===== config.mk =====
export PLATFORM = sky130hd
export DESIGN_NAME = vid_ctl_regs
export DESIGN_NICKNAME = d
export VERILOG_FILES = /design/src/rtl/vid_ctl_pkg.sv /design/src/rtl/sync_edge.sv /design/src/rtl/vid_ctl_regs.sv
export SDC_FILE = /design/constraint.sdc
export NUM_CORES = 1
export LEC_CHECK = 0
export BUFFER_PORTS_ARGS = -buffer_cell sky130_fd_sc_hd__buf_2
export CAP_MARGIN = 20
export CORE_ASPECT_RATIO = 1.2
export CORE_MARGIN = 2
export CORE_UTILIZATION = 35
export DETAILED_ROUTE_END_ITERATION = 12
export PLACE_DENSITY_LB_ADDON = 0.1
export SLEW_MARGIN = 25
export SYNTH_ARGS = -nofsm -noshare
export SYNTH_HDL_FRONTEND = slang
export SYNTH_HIERARCHICAL = 1
export SYNTH_SLANG_ARGS = --single-unit

===== constraint.sdc =====
create_clock -name clk -period 1.7 [get_ports clk]
set_input_delay 0 -clock clk [delete_from_list [all_inputs] [get_ports clk]]
set_output_delay 0 -clock clk [all_outputs]
set_load 0.02 [all_outputs]

===== src/rtl/vid_ctl_pkg.sv =====
// Shared constants for the MDA/CGA I/O front-end: port offsets inside the
// 16-port window, status byte layouts and the helpers that assemble them.
package vid_ctl_pkg;

  // Offsets inside the I/O window (0-7 belong to the CRTC)
  localparam logic [3:0] OFF_MODE     = 4'h8;
  localparam logic [3:0] OFF_COLOR    = 4'h9;
  localparam logic [3:0] OFF_STATUS   = 4'hA;
  localparam logic [3:0] OFF_LPEN_CLR = 4'hB;
  localparam logic [3:0] OFF_LPEN_SET = 4'hC;

  // Status byte layout selectors
  localparam int STATUS_MDA = 0;
  localparam int STATUS_CGA = 1;

  // Upper nibble of the status byte always reads as ones
  localparam logic [7:0] STATUS_FIXED_HI = 8'hF0;

  // MDA status bit positions
  localparam int ST_MDA_HSYNC = 0;
  localparam int ST_MDA_VIDEO = 3;

  // CGA status bit positions
  localparam int ST_CGA_NOT_DE     = 0;
  localparam int ST_CGA_LPEN_LATCH = 1;
  localparam int ST_CGA_LPEN_SW    = 2;
  localparam int ST_CGA_VSYNC      = 3;

  function automatic logic [7:0] status_mda(input logic video, input logic hsync);
    logic [7:0] s;
    s = STATUS_FIXED_HI;
    s[ST_MDA_VIDEO] = video;
    s[ST_MDA_HSYNC] = hsync;
    return s;
  endfunction

  function automatic logic [7:0] status_cga(input logic vsync, input logic lpen_sw,
                                            input logic lpen_latch, input logic de);
    logic [7:0] s;
    s = STATUS_FIXED_HI;
    s[ST_CGA_VSYNC]      = vsync;
    s[ST_CGA_LPEN_SW]    = lpen_sw;
    s[ST_CGA_LPEN_LATCH] = lpen_latch;
    s[ST_CGA_NOT_DE]     = ~de;
    return s;
  endfunction

endpackage


===== src/rtl/sync_edge.sv =====
// Multi-flop synchroniser for an asynchronous input with edge detection on
// the synchronised level. RESET_VAL lets an active-low strobe reset to its
// "asserted" level so an assertion already in progress at reset is ignored.
module sync_edge #(
  parameter int   SYNC_STAGES = 2,
  parameter logic RESET_VAL   = 1'b0
) (
  input  logic clk,
  input  logic reset,
  input  logic d,
  output logic level,
  output logic rise,
  output logic fall
);

  logic [SYNC_STAGES-1:0] stages;
  logic                   prev;

  // Shift the raw input through the synchroniser and keep the last level for edge detection
  always_ff @(posedge clk) begin
    if (reset) begin
      stages <= {SYNC_STAGES{RESET_VAL}};
      prev   <= RESET_VAL;
    end else begin
      stages <= {stages[SYNC_STAGES-2:0], d};
      prev   <= stages[SYNC_STAGES-1];
    end
  end

  assign level = stages[SYNC_STAGES-1];
  assign rise  = level & ~prev;
  assign fall  = ~level & prev;

endmodule


===== src/rtl/vid_ctl_regs.sv =====
// ISA I/O front-end and timing control for MDA/CGA-class adapters: window
// decode, CRTC strobes, mode/colour registers, status byte, light pen latch
// and frame-locked blink. Optional build macro VID_CTL_VSYNC_APPLY_EN defers
// mode register writes to the next synchronised vsync rising edge.
module vid_ctl_regs
  import vid_ctl_pkg::*;
#(
  parameter logic [19:0] BASE_ADDR    = 20'h003B0,
  parameter int          STATUS_MODE  = 0,
  parameter logic [7:0]  MODE_RESET   = 8'h28,
  parameter int          BLINK_FRAMES = 8,
  parameter int          SYNC_STAGES  = 2
) (
  input  logic        clk,
  input  logic        reset,
  input  logic [19:0] bus_a,
  input  logic        bus_ior_l,
  input  logic        bus_iow_l,
  input  logic        bus_aen,
  input  logic [7:0]  bus_d,
  output logic [7:0]  bus_out,
  output logic        bus_dir,
  output logic        crtc_cs,
  output logic        crtc_write,
  output logic        crtc_read,
  input  logic [7:0]  crtc_dout,
  output logic        crtc_lpen_strobe,
  input  logic        hsync_in,
  input  logic        vsync_in,
  input  logic        display_enable_in,
  input  logic        video_in,
  input  logic        lpen_in,
  input  logic        lpen_sw,
  output logic [7:0]  mode_reg,
  output logic [7:0]  color_reg,
  output logic        hsync_out,
  output logic        blink_cursor,
  output logic        blink_char
);

  localparam logic [7:0] BLINK_LAST = 8'(BLINK_FRAMES - 1);

  logic       sel;
  logic [3:0] off;
  logic       iow_level, iow_rise, iow_fall;
  logic       ior_level, ior_rise, ior_fall;
  logic       lpen_level, lpen_rise, lpen_fall;
  logic       vsync_level, vsync_rise, vsync_fall;
  logic       wr_pulse, mode_wr, color_wr, lpen_clr, lpen_set;
  logic       lpen_latch;
  logic [7:0] frame_cnt;
  logic [7:0] status_byte;
  logic       unused_sync;

  assign sel     = (bus_a[19:4] == BASE_ADDR[19:4]) & ~bus_aen;
  assign off     = bus_a[3:0];
  assign crtc_cs = sel & ~off[3];

  // IOW resets to its asserted level so a write in progress at reset never strobes
  sync_edge #(.SYNC_STAGES(SYNC_STAGES), .RESET_VAL(1'b0)) u_iow (
    .clk(clk), .reset(reset), .d(bus_iow_l),
    .level(iow_level), .rise(iow_rise), .fall(iow_fall));

  sync_edge #(.SYNC_STAGES(SYNC_STAGES), .RESET_VAL(1'b1)) u_ior (
    .clk(clk), .reset(reset), .d(bus_ior_l),
    .level(ior_level), .rise(ior_rise), .fall(ior_fall));

  sync_edge #(.SYNC_STAGES(SYNC_STAGES), .RESET_VAL(1'b0)) u_lpen (
    .clk(clk), .reset(reset), .d(lpen_in),
    .level(lpen_level), .rise(lpen_rise), .fall(lpen_fall));

  sync_edge #(.SYNC_STAGES(SYNC_STAGES), .RESET_VAL(1'b0)) u_vsync (
    .clk(clk), .reset(reset), .d(vsync_in),
    .level(vsync_level), .rise(vsync_rise), .fall(vsync_fall));

  assign unused_sync = &{1'b0, iow_level, iow_rise, ior_rise, ior_fall,
                         lpen_level, lpen_fall, vsync_level, vsync_fall};

  assign wr_pulse  = iow_fall;
  assign mode_wr   = wr_pulse & sel & (off == OFF_MODE);
  assign color_wr  = wr_pulse & sel & (off == OFF_COLOR);
  assign lpen_clr  = wr_pulse & sel & (off == OFF_LPEN_CLR);
  assign lpen_set  = lpen_rise | (wr_pulse & sel & (off == OFF_LPEN_SET));
  assign crtc_read = ~ior_level & crtc_cs;
  assign hsync_out = hsync_in & mode_reg[3];

  // Registered CRTC write strobe, one clock per synchronised IOW assertion
  always_ff @(posedge clk) begin
    if (reset) crtc_write <= 1'b0;
    else       crtc_write <= wr_pulse & crtc_cs;
  end

`ifdef VID_CTL_VSYNC_APPLY_EN
  logic [7:0] mode_pend;
  logic       mode_pend_valid;

  // Mode writes park in a pending register and land on the next vsync edge; a write in the same clock waits for the following edge
  always_ff @(posedge clk) begin
    if (reset) begin
      mode_reg        <= MODE_RESET;
      mode_pend       <= 8'h00;
      mode_pend_valid <= 1'b0;
    end else begin
      if (vsync_rise && mode_pend_valid) begin
        mode_reg        <= mode_pend;
        mode_pend_valid <= 1'b0;
      end
      if (mode_wr) begin
        mode_pend       <= bus_d;
        mode_pend_valid <= 1'b1;
      end
    end
  end
`else
  // Mode register loads directly from the bus on the write pulse
  always_ff @(posedge clk) begin
    if (reset)        mode_reg <= MODE_RESET;
    else if (mode_wr) mode_reg <= bus_d;
  end
`endif

  // Colour select register loads directly from the bus on the write pulse
  always_ff @(posedge clk) begin
    if (reset)         color_reg <= 8'h00;
    else if (color_wr) color_reg <= bus_d;
  end

  // Light pen latch with set priority over clear; strobe the CRTC only when the latch first sets
  always_ff @(posedge clk) begin
    if (reset) begin
      lpen_latch       <= 1'b0;
      crtc_lpen_strobe <= 1'b0;
    end else begin
      crtc_lpen_strobe <= lpen_set & ~lpen_latch;
      if (lpen_set)      lpen_latch <= 1'b1;
      else if (lpen_clr) lpen_latch <= 1'b0;
    end
  end

  // Count vsync edges; each wrap toggles the cursor, each cursor fall toggles the character blink
  always_ff @(posedge clk) begin
    if (reset) begin
      frame_cnt    <= 8'h00;
      blink_cursor <= 1'b0;
      blink_char   <= 1'b0;
    end else if (vsync_rise) begin
      if (frame_cnt == BLINK_LAST) begin
        frame_cnt    <= 8'h00;
        blink_cursor <= ~blink_cursor;
        if (blink_cursor) blink_char <= ~blink_char;
      end else begin
        frame_cnt <= frame_cnt + 8'h01;
      end
    end
  end

  assign status_byte = (STATUS_MODE == STATUS_CGA)
                       ? status_cga(vsync_in, lpen_sw, lpen_latch, display_enable_in)
                       : status_mda(video_in, hsync_in);

  assign bus_dir = ~bus_ior_l & sel & (crtc_cs | (off == OFF_STATUS));

  // Read data mux: status port, odd CRTC register data port, otherwise zero
  always_comb begin
    bus_out = 8'h00;
    if (sel && (off == OFF_STATUS)) bus_out = status_byte;
    else if (crtc_cs && off[0])     bus_out = crtc_dout;
  end

endmodule


==> impl.org, run 1 <==
** Place
- The congestion estimate from routability-driven global placement came to 0.8091.
- Port buffer count :: 76
- Summed over all nets, the half-perimeter wirelength after detailed placement is 3215 um.
- Prior to clock tree synthesis, the placed netlist has a worst setup slack of -0.2460 ns.

** Finish
- Antenna fix cells :: 0
- In the final layout, the share of cells above drive strength 1 is 43.19%.
- From synthesis to final layout, the design area changed by 58.14%.
- At the end of the flow, the number of nets in the layout was 349.
- Across the whole layout, storage elements account for approximately 800 sq um.
- Post-layout util :: approximately three fifths
- Count of fill cells added during filler insertion :: 421
- Area used by multi-input combinational logic :: slightly above 900 sq um

** Floorplan
- Width of the die :: slightly below 70 um
- 79 I/O pins were placed.
- The die is 80.50 um tall.
- Number of rows in the core area :: 27
- After floorplanning, the core was sized to cover 4628 sq um.
- Effective utilization at floorplan :: 36.87%
- The die covers 5453 sq um.

** Flow run
- Max_cap viols :: 0

** Timing
- After layout, the worst setup slack is -0.2232 ns.
- Clock skew on the completed layout was measured at 0.007595 ns.
- Total negative slack :: -1.916 ns
- Period utilization :: 113.1%
- Count of pins over their slew limit :: 0
- Final setup fails :: 11
- Maximum clock rate :: 520.0 MHz
- Minimum period implied by the final worst setup slack :: 1.923 ns
- The final hold violation count was 0.
- Setup repair after global routing could not meet its margin everywhere.
- At the pin with the least slew margin, the transition time is about 0.46 ns.
- Relative slew margins :: 69.29%

** Worst hold path
- Worst Hold Endpoint :: lpen_latch$_SDFFE_PP0P_
- The startpoint identified for the worst hold timing path is bus_a[1].
- Type of the tightest min-delay check :: in -> reg
- Hold-critical path depth :: 4

** Power and ir drop
- Switch Pwr :: 375.0 uW
- Switching power as a share of total power :: 22.17%
- Combinational power share :: roughly a tenth
- Design Power :: between 1.5 and 2 mW
- Sequential share of power :: between 50% and 60%
- Static Leak :: 1.140 nW
- VDD sags by at most 460.0 uV.
- Internal Dissipation :: 1.316 mW
- Share of power burned in the clock network :: 34.2%
- Power Density :: between 600 and 700 nW/um^2

** Worst setup path
- Terminus of the critical flop-to-flop path :: mode_reg[3]$_SDFFE_PP1P_
- STA classifies the critical path startpoint as an input port.
- Worst path bufs/invs :: 3
- Worst Setup End Kind :: output port
- Data arrival time of the critical path :: 1.92 ns
- CP Data Required Time :: approximately 1.7 ns
- Number of cells on the worst reg-to-reg path :: 7
- Cell breakdown of the critical path :: buf_6 > or4_4 > or4_4 > or3_4 > inv_4 > a31o_2 > buf_6
- R2R Path Start :: u_iow/prev$_SDFF_PP0_
- Crit path max-delay cell type :: sky130_fd_sc_hd__or4_4
- Grouping stages by cell kind, the critical path spends the most delay in simple AND/OR/NAND/NOR gates.
- Critical path startpoint :: bus_a[10]
- The largest single stage delay on the critical path is 0.53 ns.
- By startpoint and endpoint, the worst setup path is classified as in -> out.
- In this run the worst path has a maximum fanout of 4.
- In this run the register-to-register setup slack is 0.14 ns.

** Clock tree
- CTS built an H-tree with a depth of 2.
- Later-pin clock latency in the skew report :: 0.28 ns
- Number of clock sinks :: 40
- Number of buffers on the longest clock path :: 2
- CTS Root Buffer Type :: sky130_fd_sc_hd__clkbuf_8
- TritonCTS built the clock tree.
- In this run, CTS created clock tree buffers numbering 5.
- Clock-pin slew on the worst setup and hold paths :: 0.07 ns

** Routing
- Initial DRC count :: 85
- Detail-routed via count per cell :: 4.969
- Detailed Route WL :: approximately 4600 um
- After detailed routing, the number of remaining DRC violations is 0.
- Across all layers, the routed design uses ~1800 vias.
- Number of nets still failing antenna checks after routing :: 0
- Number of optimization iterations in the first detailed-route pass :: 4
- Average wire length per cell after detail routing :: 12.82 um

** Logic synthesis
- Mapped Avg Cell Area :: 9.078 sq um
- Cell area after synthesis :: roughly 1700 sq um
- The Yosys step of the flow raised 6 warnings.
- Syn_nets :: 236
- Synthesis produced 188 cells.

** Global route
- GRT Total Usage :: around 17%
- Pin count of the biggest net entering global routing :: 27
- Vias in the first global route :: around 1600
- Summed over all layers, the global routing overflow is 0.
- The initial antenna violation count is 0.
- Global-route wire length before repair :: ~7100 um

** Outcome
- Outcome :: finished, violations left
- The checks that failed: negative setup slack.
[through the flow]
| step | instances | instance area, sq um | hold slack [ns] |
|---|---|---|---|
| 6_report | 359 | 2699 | 0.1342 |
| 3_3_place_gp | 335 | 2335 | 0.2115 |
| 3_5_place_dp | 335 | 2335 | 0.2201 |
| 2_1_floorplan | 188 | 1737 | 0.04549 |
| 4_1_cts | 356 | 2635 | 0.1076 |
| 5_1_grt | 359 | 2699 | 0.1501 |
[what timing repair did]
item,4_1_cts,5_1_grt
resized for setup,24,9
buffers inserted,1,3
hold buffers,12,0
cloned,1,0
setup endpoints to repair,11,27
endpoints found under the hold margin,18,0
[final cells by class]
type,count,share of cell area (%)
repair inverters,1,0.2318
clock buffers,6,2.689
well taps,58,2.689
repair buffers,113,29.35
multi-input cells,138,34.63
inverters,2,0.5563
flip-flops and latches,40,29.67
clock inverters,1,0.1854
[worst register-to-register path, delay by kind of cell, from the launching register on]
family | cells | cell delay [ns]
AO/OA/AOI/OAI | 1 | 0.26
buffers and inverters | 2 | 0.27
flip-flops | 1 | 0.29
AND/OR/NAND/NOR | 4 | 0.63
[layout by cell type, fill, tap and decap left out, types with 7 or more instances in the layout]
cell type and instances:
sky130_fd_sc_hd__a21oi_1 15, sky130_fd_sc_hd__dlygate4sd3_1 12, sky130_fd_sc_hd__dfxtp_1 40, sky130_fd_sc_hd__nand3_1 18, sky130_fd_sc_hd__o21ai_0 14, sky130_fd_sc_hd__buf_4 22
sky130_fd_sc_hd__nor2_1 13, sky130_fd_sc_hd__buf_6 13, sky130_fd_sc_hd__buf_2 64, sky130_fd_sc_hd__nor2b_1 12, sky130_fd_sc_hd__nand2_1 7
[power by group through the flow]
stage	Clock [mW]	Combinational, mW	Sequential [mW]
floorplan	0	0.0450	0.977
global placement	0	0.128	0.977
detailed placement	0	0.129	0.978
CTS	0.606	0.153	0.956
global route	0.647	0.172	0.958
finish	0.578	0.157	0.956
[metal layers]
| metal | up-vias | part of all wire [%] | GRT usage, % |
|---|---|---|---|
| met1 | 809 | 44 | 20.12 |
| li1 | 913 | - | - |
| met3 | 7 | 6.8 | 4.762 |
| met4 | 0 | 1.6 | 5.510 |
| met2 | 55 | 48 | 29.51 |
| met5 | - | 0 | 0 |
[worst max-delay path by stage]
stage / to / cells after the start
detailed placement: bus_out[1] / 7
floorplan: bus_out[3] / 6
global placement: bus_out[1] / 7
global route: bus_out[6] / 7
CTS: crtc_read / 7
finish: bus_out[6] / 7
Note: power is estimated with default switching activity, not from simulation.
==> inputs of run 2 (changes only) <==
--- a/config.mk
+++ b/config.mk
@@ -5,6 +5,7 @@
 export SDC_FILE = /design/constraint.sdc
 export NUM_CORES = 1
 export LEC_CHECK = 0
+export ABC_AREA = 1
 export BUFFER_PORTS_ARGS = -buffer_cell sky130_fd_sc_hd__buf_2
 export CAP_MARGIN = 20
 export CORE_ASPECT_RATIO = 1.2
==> impl.org, run 2 <==
** Finish
- The count of nets after finishing came to 407 (was 349).
- The area growth from synthesis to final layout was 35.37% (was 58.14%).
- The final standard cell utilization of the core was 49.90% (was 58.31%).
- The most frequent standard cell in the layout excluding fill and tap cells is sky130_fd_sc_hd__buf_2 (unchanged).
- Fraction of final layout cells with drive strength greater than 1 :: 28.13% (was 43.19%)
- The number of inserted diodes came to 0 (unchanged).
- Commonest non-fill, non-tap cells in the layout :: sky130_fd_sc_hd__buf_2 (76), sky130_fd_sc_hd__nor2_1 (61), sky130_fd_sc_hd__nand2_1 (60) (was sky130_fd_sc_hd__buf_2 (64), sky130_fd_sc_hd__dfxtp_1 (40), sky130_fd_sc_hd__buf_4 (22))
- Filler-free cell count of the finished design :: 419 (was 359)
- Post-layout instance area :: 2500 sq um (was 2699 sq um)

** Clock tree
- Total setup buffers inserted after CTS :: 0 (was 1)
- The clock latency of the later-clocked register in the worst-skew pair is 0.29 ns (was 0.28 ns).
- The total clock sinks is 40 (unchanged).
- CTS H-tree depth :: 2 (unchanged)
- The number of buffers inserted during clock tree synthesis is 5 (unchanged).
- The buffer cell driving the clock tree root was sky130_fd_sc_hd__clkbuf_8 (unchanged).
- Clock-pin slew on the worst setup and hold paths :: 0.07 ns (about the same)
- The TritonCTS clock tree is built (unchanged).
- Number of buffers on the longest clock path :: 2 (unchanged)

** Floorplan
- Number of rows in the core area :: 28 (was 27)
- The die area was 5876 sq um (was 5453 sq um).
- The chip height was 83.57 um (was 80.50 um).
- Width of the die :: 70.31 um (was 67.75 um)
- Number of I/O pins :: 79 (unchanged)
- The starting density of the core was 36.86% (was 36.87%).
- The core area was 5010 sq um (was 4628 sq um).

** Place
- Port buffer count :: 76 (unchanged)
- The total half-perimeter wirelength after legalization and detailed placement is 2956 um (was 3215 um).
- Placer Congestion :: 0.7725 (was 0.8091)
- Number of placed instances with taps included :: 405 (was 335)
- The placement-stage cell area is 2288 sq um (was 2335 sq um).
- The worst slack after detailed placement is 0.2121 ns (was -0.2460 ns).

** Power and ir drop
- Max IR drop VDD :: 494.1 uV (was 460.0 uV)
- The total power per unit cell area is 804.9 nW/um^2 (was 626.7 nW/um^2).
- The overall power consumption is 2.012 mW (was 1.691 mW).
- Static Leak :: 1.323 nW (was 1.140 nW)

** Worst setup path
- The capture point of the worst reg-to-reg path is frame_cnt[6]$_SDFFE_PP0P_ (was mode_reg[3]$_SDFFE_PP1P_).
- The buffering stage count on the worst path with inverters included came to 2 (was 3).
- Stages on the worst setup path :: 8 (was 7)
- Crit-path most repeated cell :: sky130_fd_sc_hd__nor2_1
- Cell breakdown of the critical path: inv_1 > nor2_1 > inv_1 > nor2_1 > nand3_1 > nor2_1 > xor2_1 > nor2_1 (was buf_6 > or4_4 > or4_4 > or3_4 > inv_4 > a31o_2 > buf_6).
- The highest fanout seen on the critical path came to 5 (was 4).
- Number of cells on the worst reg-to-reg path :: 8 (was 7)
- The biggest cell delay along the critical path was 0.31 ns (was 0.53 ns).
- The endpoint type of the worst setup path is a flop (was output port).
- Type of origin of the critical path :: flop (was input port)
- Critical path start-end classification :: reg -> reg (was in -> out)
- The data required time at the worst endpoint is 1.87 ns (was 1.70 ns).
- Crit path max-delay cell type :: sky130_fd_sc_hd__dfxtp_1 (was sky130_fd_sc_hd__or4_4)
- CP delay by family, top :: simple AND/OR/NAND/NOR gates (unchanged)
- The setup slack on the worst flop-to-flop path was 0.21 ns (was 0.14 ns).
- R2R Path Start :: u_vsync/stages[1]$_SDFF_PP0_ (was u_iow/prev$_SDFF_PP0_)
- The data arrival time of the critical path is 1.66 ns (was 1.92 ns).

** Flow run
- The max-capacitance violation count was 0 (unchanged).

** Routing
- The via total after detailed routing is 1807 (was 1784).
- The aggregate routed wire length came to 3976 um (was 4602 um).
- # DRC :: 0 (unchanged)
- The number of violations reported at the end of detailed-routing iteration 0 came to 45 (was 85).
- Detail-routed via count per cell :: 4.313 (was 4.969)
- Average wire length per cell after detail routing :: 9.489 um (was 12.82 um)
- Number of optimization iterations in the first detailed-route pass :: 4 (unchanged)
- The number of nets with antenna violations after detailed routing came to 0 (unchanged).

** Logic synthesis
- Syn_nets :: 319 (was 236)
- The total of warnings raised by yosys was 6 (unchanged).
- The mean area per synthesized cell came to 6.815 sq um (was 9.078 sq um).
- The area of the mapped netlist came to 1847 sq um (was 1707 sq um).
- The cell count after synthesis was 271 (was 188).

** Timing
- Worst Hold Slack :: 0.01673 ns (was 0.1342 ns)
- Maximum clock rate :: 670.2 MHz (was 520.0 MHz)
- Period utilization :: 87.77% (was 113.1%)
- The final hold violation count was 0 (unchanged).
- Min setup slack post-route :: 0.2080 ns (was -0.2232 ns)
- Final setup fails :: 0 (was 11)
- The final setup TNS is 0 ns (was -1.916 ns).
- The normalized max-slew margin came to 75.98% (was 69.29%).
- The total count of max-transition violations in the final report is 0 (unchanged).
- Maximum clock skew at final layout :: 0.003947 ns (was 0.007595 ns)
- Unrepaired setup endpoints after global routing :: false (was true)
- Worst-margin pin slew :: 0.3595 ns (was 0.4606 ns)
- Minimum period implied by the final worst setup slack :: 1.492 ns (was 1.923 ns)

** Worst hold path
- The origin of the worst min-delay path was bus_d[2] (was bus_a[1]).
- Worst Hold Endpoint :: mode_reg[2]$_SDFFE_PP0P_ (was lpen_latch$_SDFFE_PP0P_)
- Type of the tightest min-delay check :: in -> reg (unchanged)
- The number of cells on the worst hold path came to 5 (was 4).

** Global route
- Vias in the first global route :: 1645 (was 1612)
- The global-route wire length before repair was 6706 um (was 7058 um).
- GRT Total Usage :: 13.75% (was 17.14%)
- The aggregate global routing overflow came to 0 (unchanged).
- Initial antenna violation count :: 0 (unchanged)
- Pin count of the biggest net entering global routing :: 19 (was 27)

** Outcome
- Outcome :: complete, no violations (was finished, violations left)
==> run 2: where the power goes <==
group	switching [mW]	internal (mW)
combinational	0.0838	0.0748
sequential	0.00519	0.951
clock	0.319	0.578
==> run 2: tightest hold or removal path, cell delays in order <==
cell	delay [ns]
sky130_fd_sc_hd__buf_2	0.07
sky130_fd_sc_hd__inv_1	0.04
sky130_fd_sc_hd__nand2_1	0.05
sky130_fd_sc_hd__nand2_1	0.04
sky130_fd_sc_hd__nor2_1	0.06
==> run 2: final cells by class <==
cell class	instances	area [sq um]
clock buffer	5	68.82
clock inverter	2	60.06
fill	513	2510
inverter	49	183.9
multi-input combinational	177	838.3
sequential	40	800.8
tap	60	75.07
timing repair buffer	86	473.0
==> run 2: layer usage <==
metal	wire length, um	vias to the layer above	global-route usage, %
li1	-	997	-
met1	1817	765	14.70
met2	1860	39	24.87
met3	239	6	4.227
met4	59	0	5.245
met5	0	-	0
==> run 2: repair_timing <==
action / CTS / global route
endpoints found under the setup margin: 0 / 3
hold buffers: 7 / 0
resized for setup: 0 / 3
endpoints found under the hold margin: 7 / 0
==> run 2: how the worst max path moves through the flow <==
stage | startpoint | to | slack, ns
floorplan | u_vsync/stages[1]$_SDFF_PP0_ | frame_cnt[7]$_SDFFE_PP0P_ | 0.36
finish | u_vsync/stages[1]$_SDFF_PP0_ | frame_cnt[6]$_SDFFE_PP0P_ | 0.21
global placement | u_vsync/stages[1]$_SDFF_PP0_ | frame_cnt[7]$_SDFFE_PP0P_ | 0.25
detailed placement | u_vsync/stages[1]$_SDFF_PP0_ | frame_cnt[7]$_SDFFE_PP0P_ | 0.21
global route | frame_cnt[0]$_SDFFE_PP0P_ | blink_char$_SDFFE_PP0P_ | 0.05
CTS | bus_a[3] | bus_dir | 0.08
==> inputs of run 3 (changes only) <==
--- a/config.mk
+++ b/config.mk
@@ -9,8 +9,8 @@
 export BUFFER_PORTS_ARGS = -buffer_cell sky130_fd_sc_hd__buf_2
 export CAP_MARGIN = 20
 export CORE_ASPECT_RATIO = 1.2
-export CORE_MARGIN = 2
-export CORE_UTILIZATION = 35
+export CORE_MARGIN = 4
+export CORE_UTILIZATION = 47
 export DETAILED_ROUTE_END_ITERATION = 12
 export PLACE_DENSITY_LB_ADDON = 0.1
 export SLEW_MARGIN = 25
==> constraint.sdc (replaced) <==
create_clock -name clk -period 1.71 [get_ports clk]
set_input_delay 0 -clock clk [delete_from_list [all_inputs] [get_ports clk]]
set_output_delay 0 -clock clk [all_outputs]
set_load 0.02 [all_outputs]
==> impl.org, run 3 (synthesized netlist as in run 2, its figures left out) <==
** Routing
- The via density per instance is 4.430 (was 4.313).
- Number of nets still failing antenna checks after routing :: 0 (unchanged)
- The number of violations reported at the end of detailed-routing iteration 0 is 92 (was 45).
- The remaining routing DRC violations came to 0 (unchanged).
- Average wire length per cell after detail routing :: 9.650 um (was 9.489 um)
- The aggregate routed wire length is 3976 um (unchanged).
- The via total after detailed routing was 1825 (was 1807).
- The total iterations of the first detailed-routing run came to 4 (unchanged).

** Timing
- The transition at the pin with the smallest max-transition slack is 0.3456 ns (was 0.3595 ns).
- Unrepaired setup endpoints after global routing: false (unchanged).
- Count of pins over their slew limit :: 0 (unchanged)
- The final hold violation count was 0 (unchanged).
- Maximum clock skew at final layout :: 0.005915 ns (was 0.003947 ns)
- Relative slew margins :: 76.90% (was 75.98%)
- Minimum period implied by the final worst setup slack :: around 1.6 ns
- Maximum clock rate :: 631.7 MHz
- Total negative slack :: 0 ns (unchanged)
- Dividing the final minimum period by the clock period gives 92.58%.
- Final setup fails :: 0 (unchanged)
- Worst Hold Slack :: 0.01000 ns (was 0.01673 ns)

** Clock tree
- The total clock sinks is 40 (unchanged).
- The number of buffers inserted during clock tree synthesis is 5 (unchanged).
- CTS tree :: built (unchanged)
- CTS H-tree depth :: 2 (unchanged)
- The clock latency of the later-clocked register in the worst-skew pair was 0.29 ns (about the same).
- Number of buffers on the longest clock path :: 2 (unchanged)
- Clock-pin slew on the worst setup and hold paths :: 0.07 ns (about the same)
- CTS Root Buffer Type :: sky130_fd_sc_hd__clkbuf_8 (unchanged)

** Floorplan
- Overall die area :: 5000 sq um (was 5876 sq um)
- Die extent in y :: 76.67 um (was 83.57 um)
- Number of I/O pins :: 79 (unchanged)
- The core area is 3724 sq um (was 5010 sq um).
- Effective utilization at floorplan :: 49.60% (was 36.86%)
- Number of rows in the core area :: 24 (was 28)
- Width of the die :: 65.22 um (was 70.31 um)

** Worst setup path
- Number of cells on the worst reg-to-reg path :: 8 (unchanged)
- The library cell appearing most often on the critical path is sky130_fd_sc_hd__buf_2 (was sky130_fd_sc_hd__nor2_1).
- Maximum net fanout on the critical path :: 5 (unchanged)
- Type of origin of the critical path :: input port (was flop)
- Crit path largest cell delay :: 0.52 ns (was 0.31 ns)
- CP Data Required Time :: 1.71 ns (was 1.87 ns)
- The setup slack on the worst flop-to-flop path is 0.29 ns (was 0.21 ns).
- Cell breakdown of the critical path :: dlygate4sd3_1 > buf_2 > nand2_2 > nor3_1 > nand2_1 > a21oi_2 > buf_2 (was inv_1 > nor2_1 > inv_1 > nor2_1 > nand3_1 > nor2_1 > xor2_1 > nor2_1)
- CP delay by family, top :: buffers and inverters (was simple AND/OR/NAND/NOR gates)
- The launch point of the worst reg-to-reg path is u_vsync/stages[1]$_SDFF_PP0_ (unchanged).
- Worst path bufs/invs :: 3 (was 2)
- Crit path max-delay cell type :: sky130_fd_sc_hd__dlygate4sd3_1 (was sky130_fd_sc_hd__dfxtp_1)
- Terminus of the critical flop-to-flop path :: frame_cnt[7]$_SDFFE_PP0P_ (was frame_cnt[6]$_SDFFE_PP0P_)
- The kind of critical path is in -> out (was reg -> reg).
- The endpoint type of the worst setup path was an output port (was flop).
- The data arrival time of the critical path is 1.58 ns (was 1.66 ns).

** Finish
- Post-synthesis to final-layout area growth :: 32.38% (was 35.37%)
- Fraction of final layout cells with drive strength greater than 1 :: 27.50% (was 28.13%)
- The most frequent standard cell in the layout excluding fill and tap cells is sky130_fd_sc_hd__buf_2 (unchanged).
- The number of inserted diodes is 0 (unchanged).
- The number of standard cells in the final layout excluding fillers came to 412 (was 419).
- Count of fill cells added during filler insertion :: 366 (was 513)
- Commonest non-fill, non-tap cells in the layout :: sky130_fd_sc_hd__buf_2 (76), sky130_fd_sc_hd__nor2_1 (61), sky130_fd_sc_hd__nand2_1 (60) (unchanged)
- Post-layout net count :: 407 (unchanged)

** Worst hold path
- The end point of the most critical hold path is color_reg[0]$_SDFFE_PP0P_ (was mode_reg[2]$_SDFFE_PP0P_).
- Type of the tightest min-delay check :: in -> reg (unchanged)
- Start point of the worst min-delay path :: bus_d[0] (was bus_d[2])
- The number of cells on the worst hold path is 5 (unchanged).

** Power and ir drop
- Max IR drop VDD :: 631.4 uV (was 494.1 uV)
- The overall power consumption was 1.757 mW (was 2.012 mW).
- The total power per unit cell area is 718.9 nW/um^2 (was 804.9 nW/um^2).
- Static Leak :: 1.302 nW (was 1.323 nW)

** Global route
- The initial antenna violation count was 0 (unchanged).
- Global-route wire length before repair :: 6548 um (was 6706 um)
- The aggregate global routing overflow was 0 (unchanged).
- GRT Total Usage :: 16.51% (was 13.75%)
- The number of global-route vias before repair was 1576 (was 1645).
- Pin count of the biggest net entering global routing :: 19 (unchanged)

** Outcome
- Outcome: complete, no violations (unchanged).

** Place
- Placer Congestion :: 0.8002 (was 0.7725)
- The total half-perimeter wirelength after legalization and detailed placement came to 2984 um (was 2956 um).
- Port buffer count :: 76 (unchanged)
- The number of cells after detailed placement is 397 (was 405).

** Flow run
- The max-capacitance violation count came to 0 (unchanged).
[run 3: per-stage QoR]
stage / utilization (%) / worst slack, ns / cell area [sq um]
after global routing: 65.66 / 0.03888 / 2445
after floorplan: - / 0.3668 / 1847
final: 65.66 / 0.1269 / 2445
after detailed placement: 61.19 / 0.1850 / 2278
after global placement: 61.19 / 0.2726 / 2278
after CTS: 65.59 / 0.1099 / 2442
[run 3: layer usage]
metal / part of all wire (%) / global-route usage, % / up-vias
met5: 0 / 0 / -
met3: 6.6 / 5.994 / 6
li1: - / - / 988
met4: 1.7 / 7.054 / 0
met2: 49 / 28.47 / 38
met1: 43 / 17.78 / 793
[run 3: final cells by class]
| class | count | area (sq um) | area share (%) |
|---|---|---|---|
| Clock inverter | 1 | 7.507 | 0.3071 |
| Sequential cell | 40 | 800.8 | 32.75 |
| Multi-Input combinational cell | 177 | 828.3 | 33.88 |
| Inverter | 49 | 183.9 | 7.523 |
| Tap cell | 52 | 65.06 | 2.661 |
| Clock buffer | 7 | 86.33 | 3.531 |
| Timing Repair Buffer | 86 | 473.0 | 19.34 |
[run 3: worst min-delay path: cells and delay by family]
family,cells,cell delay (ns)
simple gates,3,0.16
buf+inv,2,0.11
[run 3: how the worst max path moves through the flow]
stage          depth (start not counted)                         start                   endpoint  slack (ns)
2_1_floorplan                          8  u_vsync/stages[1]$_SDFF_PP0_  frame_cnt[7]$_SDFFE_PP0P_        0.37
3_3_place_gp                           8  u_vsync/stages[1]$_SDFF_PP0_  frame_cnt[7]$_SDFFE_PP0P_        0.27
3_5_place_dp                           8  u_vsync/stages[1]$_SDFF_PP0_  frame_cnt[7]$_SDFFE_PP0P_        0.18
4_1_cts                                7                      bus_a[3]                    bus_dir        0.11
5_1_grt                                7                      bus_a[3]                    bus_dir        0.04
6_report                               7                      bus_a[3]                    bus_dir        0.13
[run 3: what timing repair did]
action	4_1_cts	5_1_grt
hold buffers	7	0
gates resized for setup	0	1
buffers inserted	0	0
setup endpoints to repair	0	2
hold endpoints to repair	7	0
[run 3: report_power, final]
group / switching, mW / internal (mW)
clock: 0.321 / 0.328
sequential: 0.00551 / 0.946
combinational: 0.0831 / 0.0744
